$ cat config.mk
export PLATFORM = sky130hd
export DESIGN_NAME = shake_core_arbiter
export DESIGN_NICKNAME = d
export VERILOG_FILES = /design/src/rtl/shake_arb_pkg.sv /design/src/rtl/shake_core_arbiter_rr_priority_pick.sv /design/src/rtl/shake_core_arbiter.sv
export SDC_FILE = /design/constraint.sdc
export NUM_CORES = 1
export LEC_CHECK = 0
export ABC_AREA = 1
export BUFFER_PORTS_ARGS = -buffer_cell sky130_fd_sc_hd__clkbuf_2
export CAP_MARGIN = 20
export CELL_PAD_IN_SITES_DETAIL_PLACEMENT = 2
export CELL_PAD_IN_SITES_GLOBAL_PLACEMENT = 2
export CORE_AREA = 2 2 260 262
export CTS_CLUSTER_DIAMETER = 30
export DETAILED_ROUTE_END_ITERATION = 6
export DIE_AREA = 0 0 262 264
export HOLD_SLACK_MARGIN = 0.1
export MAX_ROUTING_LAYER = met4
export PLACE_DENSITY_LB_ADDON = 0.05
export SLEW_MARGIN = 10
export SYNTH_ARGS = -nofsm -noshare
export SYNTH_HDL_FRONTEND = slang
export SYNTH_SLANG_ARGS = --single-unit
export TNS_END_PERCENT = 20
$ cat constraint.sdc
create_clock -name clk -period 4.9 [get_ports clk]
set_input_delay 1.47 -clock clk [delete_from_list [all_inputs] [get_ports clk]]
set_output_delay 1.47 -clock clk [all_outputs]
set_load 0.01 [all_outputs]
$ cat src/rtl/shake_arb_pkg.sv
// Shared types and constants for the SHAKE core arbiter.
// Mode encodings match the core's start/config port.
package shake_arb_pkg;

  localparam int OUT_SIZE_W = 32;

  localparam logic [1:0] MODE_SHAKE128 = 2'b00;
  localparam logic [1:0] MODE_SHAKE256 = 2'b01;

  typedef enum logic [2:0] {
    ST_IDLE    = 3'd0,
    ST_GRANT   = 3'd1,
    ST_START   = 3'd2,
    ST_ABSORB  = 3'd3,
    ST_SQUEEZE = 3'd4,
    ST_RELEASE = 3'd5
  } arb_state_t;

endpackage

$ cat src/rtl/shake_core_arbiter_rr_priority_pick.sv
// Round-robin priority picker: first set request bit at or above rr_ptr,
// wrapping around. Purely combinational.
module rr_priority_pick #(
  parameter int NUM_REQ = 4,
  parameter int IDX_W   = $clog2(NUM_REQ)
) (
  input  logic [NUM_REQ-1:0] req,
  input  logic [IDX_W-1:0]   rr_ptr,
  output logic [NUM_REQ-1:0] gnt_onehot,
  output logic [IDX_W-1:0]   gnt_idx,
  output logic               any_req
);

  logic             found;
  logic [IDX_W-1:0] cand;
  int               pos;

  always_comb begin
    gnt_onehot = '0;
    gnt_idx    = '0;
    found      = 1'b0;
    cand       = '0;
    pos        = 0;
    for (int i = 0; i < NUM_REQ; i++) begin
      pos = int'(rr_ptr) + i;
      if (pos >= NUM_REQ) pos = pos - NUM_REQ;
      cand = IDX_W'(pos);
      if (!found && req[cand]) begin
        found            = 1'b1;
        gnt_idx          = cand;
        gnt_onehot[cand] = 1'b1;
      end
    end
  end

  assign any_req = |req;

endmodule

$ cat src/rtl/shake_core_arbiter.sv
// Shares one SHAKE core between NUM_REQ requesters, granting whole
// transactions (config, absorb stream, squeeze stream) round-robin.
module shake_core_arbiter
  import shake_arb_pkg::*;
#(
  parameter int NUM_REQ = 4,
  parameter int W       = 64,
  parameter int IDX_W   = $clog2(NUM_REQ)
) (
  input  logic                          clk,
  input  logic                          rst,
  input  logic [NUM_REQ-1:0]            req,
  input  logic [2*NUM_REQ-1:0]          req_mode,
  input  logic [OUT_SIZE_W*NUM_REQ-1:0] req_out_size,
  input  logic [W*NUM_REQ-1:0]          req_din,
  input  logic [NUM_REQ-1:0]            req_din_valid,
  input  logic [NUM_REQ-1:0]            req_din_last,
  output logic [NUM_REQ-1:0]            req_din_ready,
  output logic [NUM_REQ-1:0]            gnt,
  output logic [W-1:0]                  req_dout,
  output logic [NUM_REQ-1:0]            req_dout_valid,
  input  logic [NUM_REQ-1:0]            req_dout_ready,
  output logic [NUM_REQ-1:0]            done,
  output logic                          core_start,
  output logic [1:0]                    core_mode,
  output logic [OUT_SIZE_W-1:0]         core_out_size,
  input  logic                          core_cfg_ready,
  output logic [W-1:0]                  core_din,
  output logic                          core_din_valid,
  output logic                          core_din_last,
  input  logic                          core_din_ready,
  input  logic [W-1:0]                  core_dout,
  input  logic                          core_dout_valid,
  input  logic                          core_dout_last,
  output logic                          core_dout_ready,
  output logic                          busy
);

  arb_state_t              state_reg, state_next;
  logic [NUM_REQ-1:0]      gnt_reg;
  logic [IDX_W-1:0]        gnt_idx_reg;
  logic [IDX_W-1:0]        rr_ptr_reg;
  logic [1:0]              mode_reg;
  logic [OUT_SIZE_W-1:0]   size_reg;

  logic [NUM_REQ-1:0]      pick_gnt;
  logic [IDX_W-1:0]        pick_idx;
  logic                    pick_any;

  logic [W-1:0]            din_arr  [NUM_REQ];
  logic [1:0]              mode_arr [NUM_REQ];
  logic [OUT_SIZE_W-1:0]   size_arr [NUM_REQ];

  generate
    for (genvar gi = 0; gi < NUM_REQ; gi++) begin : g_unpack
      assign din_arr[gi]  = req_din[gi*W +: W];
      assign mode_arr[gi] = req_mode[gi*2 +: 2];
      assign size_arr[gi] = req_out_size[gi*OUT_SIZE_W +: OUT_SIZE_W];
    end
  endgenerate

  rr_priority_pick #(
    .NUM_REQ (NUM_REQ),
    .IDX_W   (IDX_W)
  ) u_pick (
    .req        (req),
    .rr_ptr     (rr_ptr_reg),
    .gnt_onehot (pick_gnt),
    .gnt_idx    (pick_idx),
    .any_req    (pick_any)
  );

  // Handshakes on the granted requester's streams
  logic absorb_fire, squeeze_fire;
  assign absorb_fire  = (state_reg == ST_ABSORB) && req_din_valid[gnt_idx_reg]
                        && core_din_ready && req_din_last[gnt_idx_reg];
  assign squeeze_fire = (state_reg == ST_SQUEEZE) && core_dout_valid
                        && req_dout_ready[gnt_idx_reg] && core_dout_last;

  always_comb begin
    state_next      = state_reg;
    core_start      = 1'b0;
    core_din        = '0;
    core_din_valid  = 1'b0;
    core_din_last   = 1'b0;
    core_dout_ready = 1'b0;
    req_din_ready   = '0;
    req_dout        = '0;
    req_dout_valid  = '0;
    done            = '0;
    case (state_reg)
      ST_IDLE:  if (pick_any) state_next = ST_GRANT;
      ST_GRANT: state_next = ST_START;
      ST_START: begin
        if (core_cfg_ready) begin
          core_start = 1'b1;
          state_next = ST_ABSORB;
        end
      end
      ST_ABSORB: begin
        core_din                   = din_arr[gnt_idx_reg];
        core_din_valid             = req_din_valid[gnt_idx_reg];
        core_din_last              = req_din_last[gnt_idx_reg];
        req_din_ready[gnt_idx_reg] = core_din_ready;
        // A zero-length output has nothing to squeeze
        if (absorb_fire) state_next = (size_reg == '0) ? ST_RELEASE : ST_SQUEEZE;
      end
      ST_SQUEEZE: begin
        req_dout                    = core_dout;
        req_dout_valid[gnt_idx_reg] = core_dout_valid;
        core_dout_ready             = req_dout_ready[gnt_idx_reg];
        if (squeeze_fire) state_next = ST_RELEASE;
      end
      ST_RELEASE: begin
        done[gnt_idx_reg] = 1'b1;
        state_next        = ST_IDLE;
      end
      default: state_next = ST_IDLE;
    endcase
  end

  always_ff @(posedge clk or negedge rst) begin
    if (!rst) begin
      state_reg   <= ST_IDLE;
      gnt_reg     <= '0;
      gnt_idx_reg <= '0;
      rr_ptr_reg  <= '0;
      mode_reg    <= '0;
      size_reg    <= '0;
    end else begin
      state_reg <= state_next;
      if (state_reg == ST_IDLE && pick_any) begin
        gnt_reg     <= pick_gnt;
        gnt_idx_reg <= pick_idx;
      end else if (state_next == ST_RELEASE) begin
        gnt_reg <= '0;
      end
      if (state_reg == ST_GRANT) begin
        mode_reg <= mode_arr[gnt_idx_reg];
        size_reg <= size_arr[gnt_idx_reg];
      end
      if (state_reg == ST_RELEASE) begin
        rr_ptr_reg <= (gnt_idx_reg == IDX_W'(NUM_REQ - 1)) ? '0 : gnt_idx_reg + 1'b1;
      end
    end
  end

  assign gnt           = gnt_reg;
  assign core_mode     = mode_reg;
  assign core_out_size = size_reg;
  assign busy          = (state_reg != ST_IDLE);

endmodule

==> results of run 1 <==
[stage by stage]
stage	cells	worst slack, ns	instance area (sq um)	hold WS, ns	power, mW
final	2650	1.10	10600	0.483	5.57
after global routing	2650	0.853	10600	0.526	6.28
after CTS	2642	0.998	10600	0.492	5.87
after detailed placement	2634	1.01	10400	0.467	5.46
after global placement	2634	0.997	10400	0.461	5.44
after floorplan	1165	1.55	6170	0.506	3.30
[path summary, 6_finish.rpt]
path	start	end	slack (ns)	cells after the start
worst max-delay path	req_din[73]	core_din[9]	1.10	4
worst min-delay path	gnt[2]$_DFFE_PN0P_	gnt[2]$_DFFE_PN0P_	0.48	2
worst max register to register	rr_ptr_reg[0]$_DFFE_PN0P_	gnt[1]$_DFFE_PN0P_	2.44	10
worst min register to register	gnt[2]$_DFFE_PN0P_	gnt[2]$_DFFE_PN0P_	0.48	2
max in group asynchronous	rst	core_out_size[0]$_DFFE_PN0P_	2.94	2
min in group asynchronous	rst	core_mode[1]$_DFFE_PN0P_	1.11	1
[layout by cell type (no fill, tap or decap), types with 17 or more instances in the layout]
master / instances
nand2_1: 100
o22ai_1: 34
nor2_1: 422
o21ai_0: 111
o21ai_1: 116
a21oi_1: 66
clkbuf_2: 660
dfrtp_1: 43
inv_1: 112
nand3_1: 25
buf_4: 17
[critical path: stages]
cell and delay [ns]:
clkbuf_2 0.08, o21ai_0 0.48, a21oi_1 0.14, clkbuf_2 0.16
[power groups by stage]
stage	clock network [mW]	registers, mW	logic [mW]
finish	0.368	0.753	4.45
global route	0.405	0.795	5.08
CTS	0.394	0.766	4.71
detailed placement	0	0.771	4.69
global placement	0	0.764	4.67
floorplan	0	0.743	2.56
[routing by layer]
metal	GRT usage, %	share of wire, %
met4	1.44	0.29
met5	-	0
met1	16.7	38
met3	3.54	6.3
met2	30.4	55
[final cells by class]
cell class,count,area (sq um)
Antenna cell,8,20.0
Clock buffer,5,125
Clock inverter,3,21.3
Fill cell,8274,56000
Inverter,116,443
Multi-Input combinational cell,917,4190
Sequential cell,45,1130
Tap cell,873,1090
Timing Repair Buffer,683,3550
[logic make-up (layout without fill, tap and decap cells)]
family | Yosys count | after routing | synth area share (%)
other | 0 | 8 | 0
buffers and inverters | 203 | 807 | 14.1
AOI/OAI and AO/OA | 334 | 334 | 28.1
adders and majority gates | 10 | 10 | 2.03
muxes | 10 | 10 | 1.83
DFF | 45 | 45 | 18.3
and+or+nand+nor | 563 | 563 | 35.7
==> run_results.csv, run 1 <==
group,metric,value,unit
run_status,outcome,"completed",
clock_tree,clock_latency,0.31,ns
logic_synthesis,synthCells,1165,
grt,track_usage,15.8,%
flow_run,drv_cap,0,
route,dr.pass1.iters,4,
finish,syn_to_final_growth,71.4,%
pwr,peakVddDrop,0.257,mV
route,wl_per_cell,20.9,um
place,place_hpwl,46200,um
pwr,clockPowerShare,6.6,%
finish,final_core_util,15.9,%
floorplanning,ios,661,
floorplanning,initial_core_util,9.27,%
clock_tree,path_clk_slew,0.07,ns
route,wl,55500,um
sta,min_period,3.80,ns
floorplanning,die_h,264,um
sta,finalSetupTns,0,ns
finish,fin_nets,2256,
floorplanning,row_count,95,
clock_tree,cts_tree,"yes",
sta,finalMaxSlewViolations,0,
floorplanning,die-area,0.0692,sq mm
finish,drive_above_1_share,40.7,%
logic_synthesis,syn_area,0.00617,sq mm
logic_synthesis,yosysTopAreaCellShare,25.7,%
pwr,p_int,2.23,mW
worst_setup_path,cp-end-kind,"output pin",
grt,grt_pass1_vias,10800,
grt,grt.overflow.total,0,
grt,grt_pass1_wl,78000,um
worst_setup_path,startpoint_type,"primary input",
pwr,seqPwrFrac,13.5,%
pwr,p_leak,5.77,nW
finish,largest_reg_flops,32,
logic_synthesis,avgSynthCellArea,5.29,sq um
logic_synthesis,synth_flop_cell,"dfrtp_1",
logic_synthesis,synthTopCellsByArea,"nor2_1 (26%), dfrtp_1 (18%), o21ai_1 (9.4%), o21ai_0 (9.0%), inv_1 (6.8%)",
clock_tree,hold_buffers,0,
route,ant_nets,0,
worst_setup_path,worstSetupPathType,"primary input to output pin",
floorplanning,core,0.0666,sq mm
sta,hold_viol_final,0,
logic_synthesis,yosys_register_bits,45,
clock_tree,cts_sinks,45,
logic_synthesis,synth_nets,1653,
logic_synthesis,yosys.area.top_type,"nor2_1",
sta,slew_headroom,47.0,%
hold_path,hold_class,"flip-flop to flip-flop",
pwr,p_switching,3.34,mW
worst_setup_path,worstPathMaxFanout,1,
route,vias,10000,
clock_tree,htreeDepth,2,
floorplanning,die_w,262,um
clock_tree,cts-root-buf,"clkbuf_16",
pwr,p_comb_share,79.9,%
worst_setup_path,critPathArrivalTime,2.33,ns
logic_synthesis,synthTopCellsByCount,"nor2_1 (422), o21ai_1 (116), inv_1 (112)",
place,port_buffers,660,
route,avgViaCountPerCell,3.78,
logic_synthesis,async_reset_ff_share,100,%
sta,clock-skew-final,0.00504,ns
pwr,pwr_density_cell,527,mW/mm^2
place,place_congestion,0.811,
logic_synthesis,synth_edf_count,0,
sta,rsz0062_at_grt,"false",
clock_tree,clockBufferDepth,2,
logic_synthesis,yosysMostFrequentCell,"nor2_1",
sta,fmax,263,MHz
sta,worstMarginPinSlew,0.793,ns
clock_tree,numCtsBuffers,5,
clock_tree,postCtsSetupRepairBufs,0,
pwr,switching_share,59.9,%
worst_setup_path,cp.required,3.43,ns
grt,grt_max_degree,106,
logic_synthesis,ys_seq_area_share,18.3,%
logic_synthesis,ys_types,29,
sta,period_share,77.6,%
route,route.detailed.drc,0,
route,drtIter0Drc,312,
logic_synthesis,yosysWarnings,0,
sta,setup_violations,0,
clock_tree,cts.repair.resized,0,
grt,antenna_found_initial,8,
Power figures use the tool's default switching activity.
==> run 2: changes to the inputs <==
- ABC_AREA: 1 -> 0
- CORE_AREA: 2 2 260 262 -> 2 2 257 259
- DIE_AREA: 0 0 262 264 -> 0 0 259 261
- clock period: 4.9 -> 3.9 ns (I/O delays scaled with it)
==> run 2 against run 1 <==
Non-clock buffer count fell by 1. Critical path depth did not move. Register-to-register slack got worse by 1.6 ns. Worst hold slack improved by 0.019 ns. Final cell count fell by 25%. Sequential share of layout area rose by 0.27 points. Combinational power rose by 1%. Synthesized cell count fell by 59%. Clock-buffer cell count rose by 1. Clock skew rose by 0.0032 ns. Critical path type is now flip-flop to output pin.
==> run_results.csv, run 2 <==
group,metric,value,unit
sta,finalMaxSlewViolations,0,
hold_path,hold_depth,1,
route,wl_per_cell,23.9,um
clock_tree,cts_tree,"yes",
pwr,peakVddDrop,0.190,mV
logic_synthesis,yosys_register_bits,45,
pwr,power,6.04,mW
clock_tree,cts.repair.resized,0,
logic_synthesis,yosysWarnings,0,
clock_tree,clockBufferDepth,2,
worst_setup_path,startpoint_type,"flip-flop",
worst_setup_path,worstPathMaxFanout,23,
logic_synthesis,async_reset_ff_share,100,%
hold_path,hold_class,"flip-flop to flip-flop",
clock_tree,clock_latency,0.31,ns
floorplanning,die_w,259,um
grt,grt.overflow.total,0,
grt,grt_pass1_vias,8153,
sta,hold_viol_final,0,
finish,drive_above_1_share,74.7,%
sta,clock-skew-final,0.00821,ns
logic_synthesis,syn_area,0.00569,sq mm
finish,final_common_cell,"clkbuf_2",
pwr,p_comb_share,74.6,%
logic_synthesis,avgSynthCellArea,11.8,sq um
worst_setup_path,cp-end-kind,"output pin",
pwr,seqPwrFrac,18.1,%
sta,setup_violations,0,
sta,fmax,289,MHz
logic_synthesis,synthCells,481,
route,vias,7144,
finish,final_cell_mix,"clkbuf_2 (660), mux4_2 (102), and3_1 (73)",
logic_synthesis,synthTopCellsByArea,"mux4_2 (40%), dfrtp_1 (20%), and3_1 (8.0%), and2_1 (7.8%), mux2_2 (6.7%)",
logic_synthesis,yosysTopAreaCellShare,40.4,%
route,avgViaCountPerCell,3.58,
pwr,p_switching,2.83,mW
hold_path,hp-start,"gnt[2]$_DFFE_PN0P_",
floorplanning,core,0.0650,sq mm
flow_run,drv_cap,0,
clock_tree,numCtsBuffers,5,
worst_setup_path,worstSetupPathType,"flip-flop to output pin",
finish,largest_reg_flops,32,
finish,fin_nets,1605,
worst_setup_path,reg2reg_slack,0.83,ns
floorplanning,initial_core_util,8.74,%
logic_synthesis,synth_nets,969,
logic_synthesis,synth_flop_cell,"dfrtp_1",
logic_synthesis,ys_types,44,
worst_setup_path,cp.required,2.73,ns
run_status,outcome,"completed",
clock_tree,postCtsSetupRepairBufs,0,
worst_setup_path,critPathArrivalTime,2.29,ns
logic_synthesis,yosysMostFrequentCell,"mux4_2",
clock_tree,cts_sinks,45,
worst_setup_path,cpPeakStageDelay,0.84,ns
finish,final_core_util,15.9,%
grt,track_usage,14.0,%
place,dp_slack,0.495,ns
place,place_congestion,0.830,
grt,grt_pass1_wl,65400,um
worst_setup_path,crit_path_cell_trace,"buf_12, mux4_2, and2_1, clkbuf_2",
clock_tree,hold_buffers,0,
logic_synthesis,ys_seq_area_share,19.8,%
pwr,pwr_density_cell,585,mW/mm^2
floorplanning,die_h,261,um
floorplanning,die-area,0.0676,sq mm
sta,fin_ws,0.438,ns
sta,slew_headroom,38.8,%
logic_synthesis,synth_edf_count,0,
pwr,p_leak,5.25,nW
place,place_hpwl,41900,um
worst_setup_path,reg2reg_from,"rr_ptr_reg[1]$_DFFE_PN0P_",
pwr,clockPowerShare,7.3,%
sta,worstMarginPinSlew,0.918,ns
sta,hold_ws,0.501,ns
place,port_buffers,660,
sta,min_period,3.46,ns
worst_setup_path,slowest_stage,"dfrtp_4",
finish,stdcell_count,1995,
finish,syn_to_final_growth,81.7,%
route,route.detailed.drc,0,
worst_setup_path,reg2reg_depth,7,
pwr,switching_share,46.9,%
grt,antenna_found_initial,14,
logic_synthesis,yosys.area.top_type,"mux4_2",
worst_setup_path,rr_endpoint,"gnt_idx_reg[1]$_DFFE_PN0P_",
route,drtIter0Drc,185,
floorplanning,row_count,94,
route,wl,47700,um
place,place_area,0.0102,sq mm
clock_tree,cts-root-buf,"clkbuf_16",
logic_synthesis,synthTopCellsByCount,"mux4_2 (102), and3_1 (73), and2_1 (71)",
place,dp_cells,1974,
finish,final_area,0.0103,sq mm
route,ant_nets,0,
grt,grt_max_degree,67,
sta,finalSetupTns,0,ns
hold_path,holdPathEnd,"gnt[2]$_DFFE_PN0P_",
clock_tree,htreeDepth,2,
route,dr.pass1.iters,4,
sta,period_share,88.8,%
clock_tree,path_clk_slew,0.07,ns
floorplanning,ios,661,
pwr,p_int,3.21,mW
sta,rsz0062_at_grt,"false",
run 2: cell count changes in the layout (fill, tap and decap cells not counted), moves of 73 or more:
| cell | change |
|---|---|
| and3_1 | +73 |
| o21ai_1 | -116 |
| o21ai_0 | -103 |
| nand2_1 | -88 |
| inv_1 | -107 |
| mux4_2 | +102 |
| nor2_1 | -417 |
run 2: worst max-delay path: cells and delay by family, from the launching register on:
kind | cells | cell delay, ns
buffers and inverters | 2 | 0.40
DFF | 1 | 0.84
muxes | 1 | 0.50
and+or+nand+nor | 1 | 0.20
run 2: power groups by stage:
stage	combinational (mW)	clock (mW)	sequential, mW
6_report	4.51	0.444	1.09
3_5_place_dp	4.70	0	1.13
3_3_place_gp	4.73	0	1.13
2_1_floorplan	2.67	0	0.948
5_1_grt	4.96	0.496	1.17
4_1_cts	4.71	0.479	1.13
run 2: final cells by class:
cell class	count	area [sq um]
antenna	13	32.5
clock buffer	6	129
clock inverter	2	10.0
fill	7598	54700
inverter	5	18.8
multi-input combinational	378	4340
sequential	45	1130
tap	864	1080
timing repair buffer	682	3580
run 2: metal layers:
metal / global-route usage (%) / wire length [um] / vias up
met4: 1.78 / 302 / 0
met1: 15.4 / 18700 / 3585
met5: - / 0 / -
met3: 4.23 / 3610 / 19
li1: - / - / 3212
met2: 25.3 / 25000 / 328
run 2: cells by family after synthesis:
logic type      count (synthesis)  share of synthesized area [%]
simple gates                  197                           21.7
fa+ha+maj                      10                           2.20
mux                           140                           48.1
compound gates                 31                           4.07
flops                          45                           19.8
buf+inv                        58                           4.09
run 2: worst max-delay path by stage:
stage | start | cells past startpoint | slack (ns) | endpoint
6_report | gnt_idx_reg[0]$_DFFE_PN0P_ | 4 | 0.44 | core_din[41]
3_5_place_dp | req_dout_ready[2] | 4 | 0.50 | core_dout_ready
4_1_cts | gnt_idx_reg[0]$_DFFE_PN0P_ | 4 | 0.33 | core_din[41]
2_1_floorplan | req_dout_ready[3] | 2 | 0.89 | core_dout_ready
5_1_grt | gnt_idx_reg[0]$_DFFE_PN0P_ | 4 | 0.28 | core_din[25]
3_3_place_gp | req_dout_ready[2] | 4 | 0.50 | core_dout_ready
==> run 3: changes to the inputs <==
- PLACE_DENSITY_LB_ADDON: 0.05 -> 0.1
==> run 3 against run 2 <==
Clock skew rose by 0.0027 ns. Final cell count fell by 0.20%. Maximum frequency fell by 0.21%. Critical endpoint is now core_din[27]. Largest cell class unchanged. Largest power group unchanged.
==> run_results.csv, run 3 (same netlist as run 2, synthesis figures left out) <==
group,metric,value,unit
pwr,clockPowerShare,7.5,%
clock_tree,clock_latency,0.31,ns
sta,finalMaxSlewViolations,0,
sta,fmax,288,MHz
place,place_congestion,0.829,
grt,antenna_found_initial,14,
clock_tree,numCtsBuffers,5,
clock_tree,cts.repair.resized,0,
worst_setup_path,cpPeakStageDelay,0.93,ns
pwr,p_leak,5.23,nW
pwr,peakVddDrop,0.199,mV
worst_setup_path,cp.required,2.73,ns
sta,rsz0062_at_grt,"false",
pwr,power,5.98,mW
clock_tree,postCtsSetupRepairBufs,0,
place,port_buffers,660,
clock_tree,hold_buffers,0,
grt,grt.overflow.total,0,
sta,hold_viol_final,0,
place,place_hpwl,40700,um
sta,period_share,88.9,%
worst_setup_path,worstPathMaxFanout,48,
route,drtIter0Drc,193,
pwr,p_int,3.17,mW
sta,min_period,3.47,ns
route,dr.pass1.iters,4,
clock_tree,cts_tree,"yes",
finish,largest_reg_flops,32,
worst_setup_path,crit_path_cell_trace,"buf_4, mux4_2, and2_1, clkbuf_2",
floorplanning,die_h,261,um
worst_setup_path,crit_family,"flip-flops",
finish,final_cell_mix,"clkbuf_2 (660), mux4_2 (102), and3_1 (73)",
pwr,pwr_density_cell,581,mW/mm^2
hold_path,hold_class,"flip-flop to flip-flop",
sta,clock-skew-final,0.0109,ns
worst_setup_path,startpoint_type,"flip-flop",
worst_setup_path,slowest_stage,"dfrtp_4",
grt,grt_max_degree,75,
route,wl,46400,um
sta,finalSetupTns,0,ns
worst_setup_path,cp-end-kind,"output pin",
floorplanning,ios,661,
floorplanning,row_count,94,
route,ant_nets,0,
clock_tree,cts_sinks,45,
grt,grt_pass1_wl,63500,um
floorplanning,die_w,259,um
clock_tree,path_clk_slew,0.07,ns
pwr,switching_share,46.9,%
finish,final_common_cell,"clkbuf_2",
pwr,p_comb_share,75.0,%
run_status,outcome,"completed",
worst_setup_path,critPathArrivalTime,2.30,ns
floorplanning,initial_core_util,8.74,%
pwr,p_switching,2.81,mW
sta,slew_headroom,40.4,%
grt,track_usage,13.5,%
sta,worstMarginPinSlew,0.894,ns
pwr,seqPwrFrac,17.5,%
worst_setup_path,cp_num_buf_inv,2,
route,route.detailed.drc,0,
grt,grt_pass1_vias,8090,
clock_tree,cts-root-buf,"clkbuf_16",
worst_setup_path,worstSetupPathType,"flip-flop to output pin",
finish,fin_nets,1606,
flow_run,drv_cap,0,
finish,syn_to_final_growth,80.8,%
floorplanning,core,0.0650,sq mm
route,wl_per_cell,23.3,um
sta,setup_violations,0,
finish,drive_above_1_share,74.8,%
route,vias,7168,
floorplanning,die-area,0.0676,sq mm
worst_setup_path,reg2reg_slack,1.13,ns
clock_tree,clockBufferDepth,2,
clock_tree,htreeDepth,2,
route,avgViaCountPerCell,3.60,
==> run 3: cell types whose count changed in the layout (fill, tap and decap cells not counted) <==
cell / delta
clkinv_2: -2
buf_4: +5
diode_2: -4
clkinv_4: +1
clkinvlp_4: +1
clkbuf_1: -1
buf_12: -4
==> run 3: path summary, 6_finish.rpt <==
check	endpoint	startpoint	depth (start not counted)
worst max-delay path	core_din[27]	gnt_idx_reg[1]$_DFFE_PN0P_	4
worst min-delay path	core_mode[1]$_DFFE_PN0P_	core_mode[1]$_DFFE_PN0P_	1
worst max register to register	gnt[2]$_DFFE_PN0P_	rr_ptr_reg[1]$_DFFE_PN0P_	6
worst min register to register	core_mode[1]$_DFFE_PN0P_	core_mode[1]$_DFFE_PN0P_	1
max in group asynchronous	core_out_size[10]$_DFFE_PN0P_	rst	2
min in group asynchronous	core_mode[0]$_DFFE_PN0P_	rst	1
==> run 3: power by group through the flow <==
stage / clock network, mW / registers (mW) / logic (mW)
after detailed placement: 0 / 1.08 / 4.67
after global placement: 0 / 1.07 / 4.67
after global routing: 0.496 / 1.11 / 4.92
final: 0.448 / 1.05 / 4.48
after CTS: 0.484 / 1.07 / 4.69
after floorplan: 0 / 0.948 / 2.67
==> run 3: worst reg2reg max path: cells and delay by family, from the launching register on <==
kind / cells / cell delay, ns
simple gates: 1 / 0.66
flops: 1 / 0.34
compound gates: 2 / 0.40
mux: 1 / 0.69
buf+inv: 1 / 0.15
fa+ha+maj: 1 / 0.47
==> run 3: final cells by class <==
type	count	area, sq um
well taps	864	1080
repair buffers	683	3540
inverters	5	18.8
diodes	9	22.5
clock buffers	5	125
fillers	7626	54800
flip-flops and latches	45	1130
clock inverters	2	16.3
multi-input cells	378	4340
==> run 3: stage by stage <==
step	util, %	std cells	worst slack (ns)	hold slack [ns]	area, sq um
floorplan	-	481	0.888	0.533	5690
global placement	15.6	1975	0.538	0.494	10100
detailed placement	15.6	1975	0.540	0.509	10100
CTS	15.8	1982	0.332	0.527	10300
global route	15.8	1990	0.298	0.549	10300
finish	15.8	1991	0.431	0.519	10300
==> run 3: routing by layer <==
layer  track usage (%)  vias to the layer above  share of wire [%]
li1                  -                     3207                  -
met2              26.2                      311                 56
met5                 -                        -                  0
met4              2.17                        0               0.96
met1              13.8                     3624                 36
met3              3.47                       26                6.8
